===== config.mk =====
export PLATFORM = sky130hd
export DESIGN_NAME = ps2_command_packer
export DESIGN_NICKNAME = d
export VERILOG_FILES = /design/src/rtl/ps2_command_packer.sv
export SDC_FILE = /design/constraint.sdc
export NUM_CORES = 1
export LEC_CHECK = 0
export CAP_MARGIN = 30
export CELL_PAD_IN_SITES_DETAIL_PLACEMENT = 0
export CELL_PAD_IN_SITES_GLOBAL_PLACEMENT = 2
export CORE_MARGIN = 3
export CORE_UTILIZATION = 35
export CTS_BUF_LIST = sky130_fd_sc_hd__clkbuf_4 sky130_fd_sc_hd__clkbuf_8
export DETAILED_ROUTE_END_ITERATION = 7
export GPL_TIMING_DRIVEN = 0
export PLACE_DENSITY_LB_ADDON = 0.3
export SLEW_MARGIN = 40
export SYNTH_ARGS = -nofsm -noshare
export SYNTH_HDL_FRONTEND = slang
export SYNTH_SLANG_ARGS = --single-unit

===== constraint.sdc =====
create_clock -name clock -period 6.9 [get_ports clock]
set_clock_uncertainty 0.05 [all_clocks]
set_input_delay 1.725 -clock clock [delete_from_list [all_inputs] [get_ports clock]]
set_output_delay 1.725 -clock clock [all_outputs]
set_load 0.02 [all_outputs]

===== src/rtl/ps2_command_packer.sv =====
// ps2_command_packer
//   Turns PS/2 set-2 scan-code bytes into 32-bit ASCII command words.
//   It drops break and extended sequences and handles Backspace and Enter.
//   A committed word is held under a valid/ack handshake.
//   Each accepted keystroke produces a one-cycle echo strobe.
// Ports:
//   clock          in   system clock, rising edge
//   reset          in   synchronous active-high reset
//   key_pressed    in   byte strobe from the PS/2 interface (edge-detected)
//   key_data[7:0]  in   scan-code byte, valid while key_pressed is high
//   command_ack    in   processor has consumed the command word
//   command[31:0]  out  committed word, first character in the highest used byte
//   command_valid  out  command holds an unconsumed word
//   char_count[2:0]out  characters in the edit buffer (0..4)
//   overflow       out  sticky: a character was dropped on a full buffer
//   echo_valid     out  one-cycle pulse per accepted keystroke
//   echo_char[7:0] out  ASCII echo code, qualified by echo_valid
module ps2_command_packer (
  input  logic        clock,
  input  logic        reset,
  input  logic        key_pressed,
  input  logic [7:0]  key_data,
  input  logic        command_ack,
  output logic [31:0] command,
  output logic        command_valid,
  output logic [2:0]  char_count,
  output logic        overflow,
  output logic        echo_valid,
  output logic [7:0]  echo_char
);

  localparam int MAX_CHARS = 4;

  typedef enum logic [1:0] {
    MAKE      = 2'd0,
    BREAK     = 2'd1,
    EXT       = 2'd2,
    EXT_BREAK = 2'd3
  } state_t;

  state_t      state_r, state_n;
  logic        key_prev_r;
  logic [31:0] buffer_r, buffer_n;
  logic [2:0]  count_n;
  logic        overflow_n;
  logic [31:0] command_n;
  logic        valid_n;
  logic        echo_valid_n;
  logic [7:0]  echo_char_n;
  logic        event_s;
  logic        slot_free_s;
  logic [8:0]  ascii_s;

  // Set-2 make code to ASCII; bit 8 flags a printable character.
  function automatic logic [8:0] scan_to_ascii(input logic [7:0] code);
    case (code)
      8'h29: scan_to_ascii = {1'b1, 8'h20};
      8'h1C: scan_to_ascii = {1'b1, 8'h41};
      8'h32: scan_to_ascii = {1'b1, 8'h42};
      8'h21: scan_to_ascii = {1'b1, 8'h43};
      8'h23: scan_to_ascii = {1'b1, 8'h44};
      8'h24: scan_to_ascii = {1'b1, 8'h45};
      8'h2B: scan_to_ascii = {1'b1, 8'h46};
      8'h34: scan_to_ascii = {1'b1, 8'h47};
      8'h33: scan_to_ascii = {1'b1, 8'h48};
      8'h43: scan_to_ascii = {1'b1, 8'h49};
      8'h3B: scan_to_ascii = {1'b1, 8'h4A};
      8'h42: scan_to_ascii = {1'b1, 8'h4B};
      8'h4B: scan_to_ascii = {1'b1, 8'h4C};
      8'h3A: scan_to_ascii = {1'b1, 8'h4D};
      8'h31: scan_to_ascii = {1'b1, 8'h4E};
      8'h44: scan_to_ascii = {1'b1, 8'h4F};
      8'h4D: scan_to_ascii = {1'b1, 8'h50};
      8'h15: scan_to_ascii = {1'b1, 8'h51};
      8'h2D: scan_to_ascii = {1'b1, 8'h52};
      8'h1B: scan_to_ascii = {1'b1, 8'h53};
      8'h2C: scan_to_ascii = {1'b1, 8'h54};
      8'h3C: scan_to_ascii = {1'b1, 8'h55};
      8'h2A: scan_to_ascii = {1'b1, 8'h56};
      8'h1D: scan_to_ascii = {1'b1, 8'h57};
      8'h22: scan_to_ascii = {1'b1, 8'h58};
      8'h35: scan_to_ascii = {1'b1, 8'h59};
      8'h1A: scan_to_ascii = {1'b1, 8'h5A};
      8'h45: scan_to_ascii = {1'b1, 8'h30};
      8'h16: scan_to_ascii = {1'b1, 8'h31};
      8'h1E: scan_to_ascii = {1'b1, 8'h32};
      8'h26: scan_to_ascii = {1'b1, 8'h33};
      8'h25: scan_to_ascii = {1'b1, 8'h34};
      8'h2E: scan_to_ascii = {1'b1, 8'h35};
      8'h36: scan_to_ascii = {1'b1, 8'h36};
      8'h3D: scan_to_ascii = {1'b1, 8'h37};
      8'h3E: scan_to_ascii = {1'b1, 8'h38};
      8'h46: scan_to_ascii = {1'b1, 8'h39};
      default: scan_to_ascii = 9'h000;
    endcase
  endfunction

  assign event_s     = key_pressed & ~key_prev_r;
  // Ack in the same cycle frees the slot for a new commit.
  assign slot_free_s = ~command_valid | command_ack;
  assign ascii_s     = scan_to_ascii(key_data);

  // Decoder FSM next state, line editing, commit and handshake.
  always_comb begin
    state_n      = state_r;
    buffer_n     = buffer_r;
    count_n      = char_count;
    overflow_n   = overflow;
    command_n    = command;
    valid_n      = command_valid;
    echo_valid_n = 1'b0;
    echo_char_n  = echo_char;

    if (command_valid && command_ack) begin
      valid_n = 1'b0;
    end else begin
      valid_n = command_valid;
    end

    if (event_s) begin
      case (state_r)
        MAKE: begin
          if (key_data == 8'hF0) begin
            state_n = BREAK;
          end else if (key_data == 8'hE0) begin
            state_n = EXT;
          end else if (key_data == 8'h5A) begin
            if ((char_count != 3'd0) && slot_free_s) begin
              command_n    = buffer_r;
              valid_n      = 1'b1;
              buffer_n     = 32'h0000_0000;
              count_n      = 3'd0;
              overflow_n   = 1'b0;
              echo_valid_n = 1'b1;
              echo_char_n  = 8'h0D;
            end else begin
              command_n = command;
            end
          end else if (key_data == 8'h66) begin
            if (char_count != 3'd0) begin
              buffer_n     = {8'h00, buffer_r[31:8]};
              count_n      = char_count - 3'd1;
              echo_valid_n = 1'b1;
              echo_char_n  = 8'h08;
            end else begin
              buffer_n = buffer_r;
            end
          end else if (ascii_s[8]) begin
            if (char_count < 3'(MAX_CHARS)) begin
              buffer_n     = {buffer_r[23:0], ascii_s[7:0]};
              count_n      = char_count + 3'd1;
              echo_valid_n = 1'b1;
              echo_char_n  = ascii_s[7:0];
            end else begin
              overflow_n = 1'b1;
            end
          end else begin
            state_n = MAKE;
          end
        end
        BREAK:     state_n = MAKE;
        EXT:       state_n = (key_data == 8'hF0) ? EXT_BREAK : MAKE;
        EXT_BREAK: state_n = MAKE;
        default:   state_n = MAKE;
      endcase
    end else begin
      state_n = state_r;
    end
  end

  // State and output registers; reset overrides everything.
  always_ff @(posedge clock) begin
    if (reset) begin
      state_r       <= MAKE;
      key_prev_r    <= 1'b0;
      buffer_r      <= 32'h0000_0000;
      char_count    <= 3'd0;
      overflow      <= 1'b0;
      command       <= 32'h0000_0000;
      command_valid <= 1'b0;
      echo_valid    <= 1'b0;
      echo_char     <= 8'h00;
    end else begin
      state_r       <= state_n;
      key_prev_r    <= key_pressed;
      buffer_r      <= buffer_n;
      char_count    <= count_n;
      overflow      <= overflow_n;
      command       <= command_n;
      command_valid <= valid_n;
      echo_valid    <= echo_valid_n;
      echo_char     <= echo_char_n;
    end
  end

endmodule


# Word-level counts from Yosys, hierarchy flattened
# Memory sizes are Yosys's and may differ from the RTL's.
# Cells that the tools add are included.
# totals
regBits	81
rom_bits	1024
inputBits	12
out_inout_bits	46
elab_cells	92
mem_count	1
# memory_table
name	depth	word_bits	rd	rd_clocked_by_memory_dff	wr	line_no	source
(no name shown)	128	8	1	0	0	56	case (code)
# classes
addsub	2
n_lt_le_gt_ge	1
eq_ne	14
n_mux	44
n_bitwise	8
reduce_logical	13
# ops
operator	n
$mux 32	6
$mux 8	6
$mux 1	18
$mux 3	6
$eq 8x7->1 const B	2
$eq 8x8->1 const B	2
$reduce_and 8->1	2
$mux 2	6
$ne 4x4->1 const B	3
$mux 9	1
$reduce_bool 3->1	3
$not 1->1	6
$pmux 2 s3	1
$reduce_and 6->1	1
$reduce_or 5->1	1
$eq 2x2->1 const B	2
$ne 2x2->1 const B	2
$reduce_and 4->1	1
$add 3x1->3 const B	1
$lt 3x3->1 const B	1
$ne 3x3->1 const B	1
$sub 3x1->3 const B	1
$eq 2x1->1 const B	1
$logic_and 1x1->1	2
6 further kinds	6

# Logic depth before layout (Yosys ltp)
# logic_depth
word_depth	9
ltp_mapped	13
mapped_depth_nobuf	10

# Worst setup path before layout
# No wires, ideal clock.
# synth_path
kind	input-to-reg
startpoint	in key_data[0]
endpoint	reg char_count[2]
arrival_time_ns	3.790
path_slack_ns	2.989
cell_stages	11
path_buffers	2
path_cell_list	inv_1 > ha_1 > buf_2 > and3b_2 > nand3_4 > inv_4 > clkbuf_1 > fa_1 > xnor2_1 > or4_1 > a21oi_1
# synth_between
elab_chain_len	4
# synth_lines
item	line_no	source
from (decl)	22	input logic [7:0] key_data,
$mem_v2 128x8	n/a	
$mux 9	56	
$reduce_bool 3->1 (no line)	n/a	
$reduce_and 8->1 (no line)	n/a	
to (signal assigned)	187	char_count <= count_n;
to (decl)	26	output logic [2:0] char_count,
# Several ways; a longest one is shown, not always the timed one.
# A chain may end at the register's enable or synchronous reset.

# Worst setup path after layout
# Same ends and word-level chain as after synthesis.

==> impl_metrics.json <==
{
  "outcome": "completed",
  "critPathMaxFanout": 10,
  "hold_start": "command[12]$_SDFFE_PP0P_",
  "num_rows": 38,
  "crit_required_ns": 7.13,
  "synth_seq_area_share": 0.402,
  "fin_nets": 613,
  "ys_types": 56,
  "p_sw_frac": 0.283,
  "synth_largest_type_area_fraction": 0.402,
  "gr-total-overflow": 0,
  "drt_iter0_markers": 195,
  "h-tree-depth": 3,
  "rsz0062_at_grt": "no",
  "setup_viol": 0,
  "synth_largest_area_cell": "dfxtp_1",
  "hold_depth": 2,
  "drive_gt1_frac": 0.0688,
  "cp-end-kind": "register",
  "post-route-cell-area_mm2": 0.00484,
  "hpwl_mm": 10.1,
  "cts_tree": "yes",
  "drt-total-wl_mm": 13.2,
  "comb_power_share": 0.120,
  "place_area_mm2": 0.00468,
  "synth-simple-area-share": 0.274,
  "r2r_start": "key_prev_r$_SDFF_PP0_",
  "grt_pass1_vias": 3966,
  "antenna_found_initial": 0,
  "syn_avg_cell_area_um2": 7.54,
  "worstMarginPinSlew_ns": 0.684,
  "min_period_over_period": 0.685,
  "fp.dieW_um": 113,
  "clock_path_buffers": 2,
  "r2r-end": "echo_char[3]$_SDFFE_PP0P_",
  "p_sw_uw": 248,
  "clkLatencyLatePin_ns": 0.35,
  "syn2layout_area_growth_pct": 21.5,
  "synth_seq_cells": 80,
  "postSynthCellCount": 529,
  "syn_nets": 550,
  "vias_per_cell": 5.46,
  "cap_violations": 0,
  "synth_mux_area_frac": 0.0104,
  "ir_drop_uv": 94.8,
  "slew_headroom": 0.540,
  "root_buffer": "clkbuf_8",
  "period_needed_ns": 4.73,
  "port_buffers": 52,
  "vias": 4018,
  "power.density_mw_per_mm2": 182,
  "grt_max_degree": 14,
  "cts_num_sinks": 80,
  "synthTopCellsByArea": "dfxtp_1 (40%), nand2_1 (11%), a21oi_1 (8.3%)",
  "ff_latch_area_mm2": 0.00160,
  "grtUsageTotal": 0.211,
  "hold_class": "register to register",
  "cts_inserted_buffers": 9,
  "synthMostInstantiatedCell": "nand2_1",
  "num-fill-cells": 1158,
  "die-area_mm2": 0.0127,
  "antennaDiodeCount": 0,
  "synthAdderAreaFrac": 0.0301,
  "drc": 0,
  "max_freq_mhz": 212,
  "report.final.slew_viol_count": 0,
  "synthArstFlopShare": 0,
  "pwr-share-clk": 0.341,
  "synth_top_family_by_area": "simple AND/OR/NAND/NOR gates",
  "seqPwrFrac": 0.539,
  "drtAntennaViolNets": 0,
  "drt_pass1_iterations": 4,
  "synth_ff_type": "dfxtp_1",
  "synth_compound_area_frac": 0.221,
  "cts_setup_buffers": 0,
  "ios": 58,
  "yosysWarningCount": 0,
  "cts_resized": 0,
  "rrSetupSlack_ns": 4.29,
  "place.gp.congestion": 0.931,
  "crit_type": "input port to register",
  "clkSlewWorstSetupHoldPaths_ns": 0.08,
  "multi_input_area_mm2": 0.00215,
  "hold_viol_final": 0,
  "arrival_ns": 4.95,
  "synth.top_cells.by_count": "nand2_1 (115), dfxtp_1 (80), a21oi_1 (66)",
  "worst_slack_ns": 2.17,
  "grt_pass1_wl_mm": 21.5,
  "leakage_uw": 0.00163,
  "routedWlPerCell_um": 18.0,
  "p_int_uw": 631,
  "critPathLaunchType": "input port",
  "fin_setup_tns_ns": 0,
  "synthesis.area_mm2": 0.00399,
  "worstRegToRegCells": 8,
  "synth_xor_area_frac": 0.00220,
  "hold_buffers": 0,
  "worstHoldEndpoint": "command[12]$_SDFFE_PP0P_",
  "core_mm2": 0.0110,
  "start_util": 0.363,
  "die_h_um": 113,
  "dpl_worst_slack_ns": 1.85,
  "synth-edff-count": 0
}
## stage by stage
stage          power, uW  hold slack [ns]  utilization  cells
4_1_cts              884            0.409        0.441    736
6_report             879            0.406        0.441    736
2_1_floorplan        553            0.395            -    529
5_1_grt              917            0.425        0.441    736
3_3_place_gp         590            0.392        0.426    721
3_5_place_dp         589            0.398        0.426    721
## power groups by stage
stage / Sequential, uW / Combinational [uW] / Clock [uW]
floorplan: 484 / 68.2 / 0
global placement: 485 / 105 / 0
detailed placement: 485 / 104 / 0
CTS: 474 / 104 / 306
global route: 475 / 116 / 326
finish: 474 / 106 / 300
## cell usage in the layout (no fill, tap or decap), types with 2 or more instances in the layout
master | synthesis | routed
nand2_1 | 115 | 115
dfxtp_1 | 80 | 80
a21oi_1 | 66 | 66
clkdlybuf4s50_1 | 0 | 52
nor2_1 | 42 | 42
nor3_1 | 31 | 31
clkbuf_1 | 24 | 24
o21ai_0 | 17 | 17
nand3_1 | 16 | 16
buf_2 | 14 | 14
a221oi_1 | 14 | 14
inv_1 | 9 | 9
a31oi_1 | 9 | 9
clkbuf_8 | 0 | 9
a211oi_1 | 8 | 8
nand2b_1 | 8 | 8
ha_1 | 8 | 8
nor2b_1 | 7 | 7
o2111ai_1 | 4 | 4
nor4_1 | 4 | 4
o211ai_1 | 4 | 4
clkinv_2 | 0 | 4
mux2i_1 | 3 | 3
and2_1 | 3 | 3
buf_1 | 3 | 3
a211o_1 | 2 | 2
buf_4 | 2 | 2
o32ai_1 | 2 | 2
or3_1 | 2 | 2
o311ai_0 | 2 | 2
a22oi_1 | 2 | 2
clkinv_4 | 0 | 2
## worst max-delay path: stages
cell             delay (ns)
clkdlybuf4s50_1        0.63
inv_1                  0.20
ha_1                   0.23
buf_2                  0.17
and3b_2                0.26
nand3_4                0.13
inv_4                  0.10
clkbuf_1               0.28
fa_1                   0.49
xnor2_1                0.14
or4_1                  0.42
a21oi_1                0.16
## cell type report
type / instances / area share
Buffer: 44 / 0.0408
Clock buffer: 9 / 0.0256
Clock inverter: 6 / 0.00775
Timing Repair Buffer: 52 / 0.107
Tap cell: 140 / 0.0362
Multi-Input combinational cell: 395 / 0.443
Sequential cell: 80 / 0.331
Inverter: 10 / 0.00826
## logic make-up after synthesis
| kind of cell | count (synthesis) |
|---|---|
| other | 1 |
| muxes | 4 |
| DFF | 80 |
| adders and majority gates | 9 |
| xor gates and xnor gates | 1 |
| AOI/OAI and AO/OA | 139 |
| buffers and inverters | 54 |
| and+or+nand+nor | 241 |
## flip-flops by register name, summed over array words and instances (netlist names)
name,cells
command,32
command_valid,1
state_r,2
overflow,1
char_count,3
buffer_r,32
echo_char,7
echo_valid,1
key_prev_r,1
## how the worst max path moves through the flow
stage                      startpoint                          to  cells past startpoint
final                     key_data[0]  char_count[2]$_SDFFE_PP0P_                     12
after global routing      key_data[0]  char_count[2]$_SDFFE_PP0P_                     12
after CTS                 key_data[0]  char_count[2]$_SDFFE_PP0P_                     12
after detailed placement  key_data[0]  char_count[2]$_SDFFE_PP0P_                     12
after global placement    key_data[0]   echo_char[3]$_SDFFE_PP0P_                     12
after floorplan           key_data[0]  char_count[2]$_SDFFE_PP0P_                     11
## routing by layer
layer | track usage | part of all wire | vias to the layer above
met5 | 0 | 0 | -
met4 | 0.0801 | 0.030 | 0
met3 | 0.0353 | 0.044 | 24
met2 | 0.360 | 0.50 | 128
met1 | 0.266 | 0.43 | 1887
li1 | - | - | 1979
(Power assumes the default switching activity.)
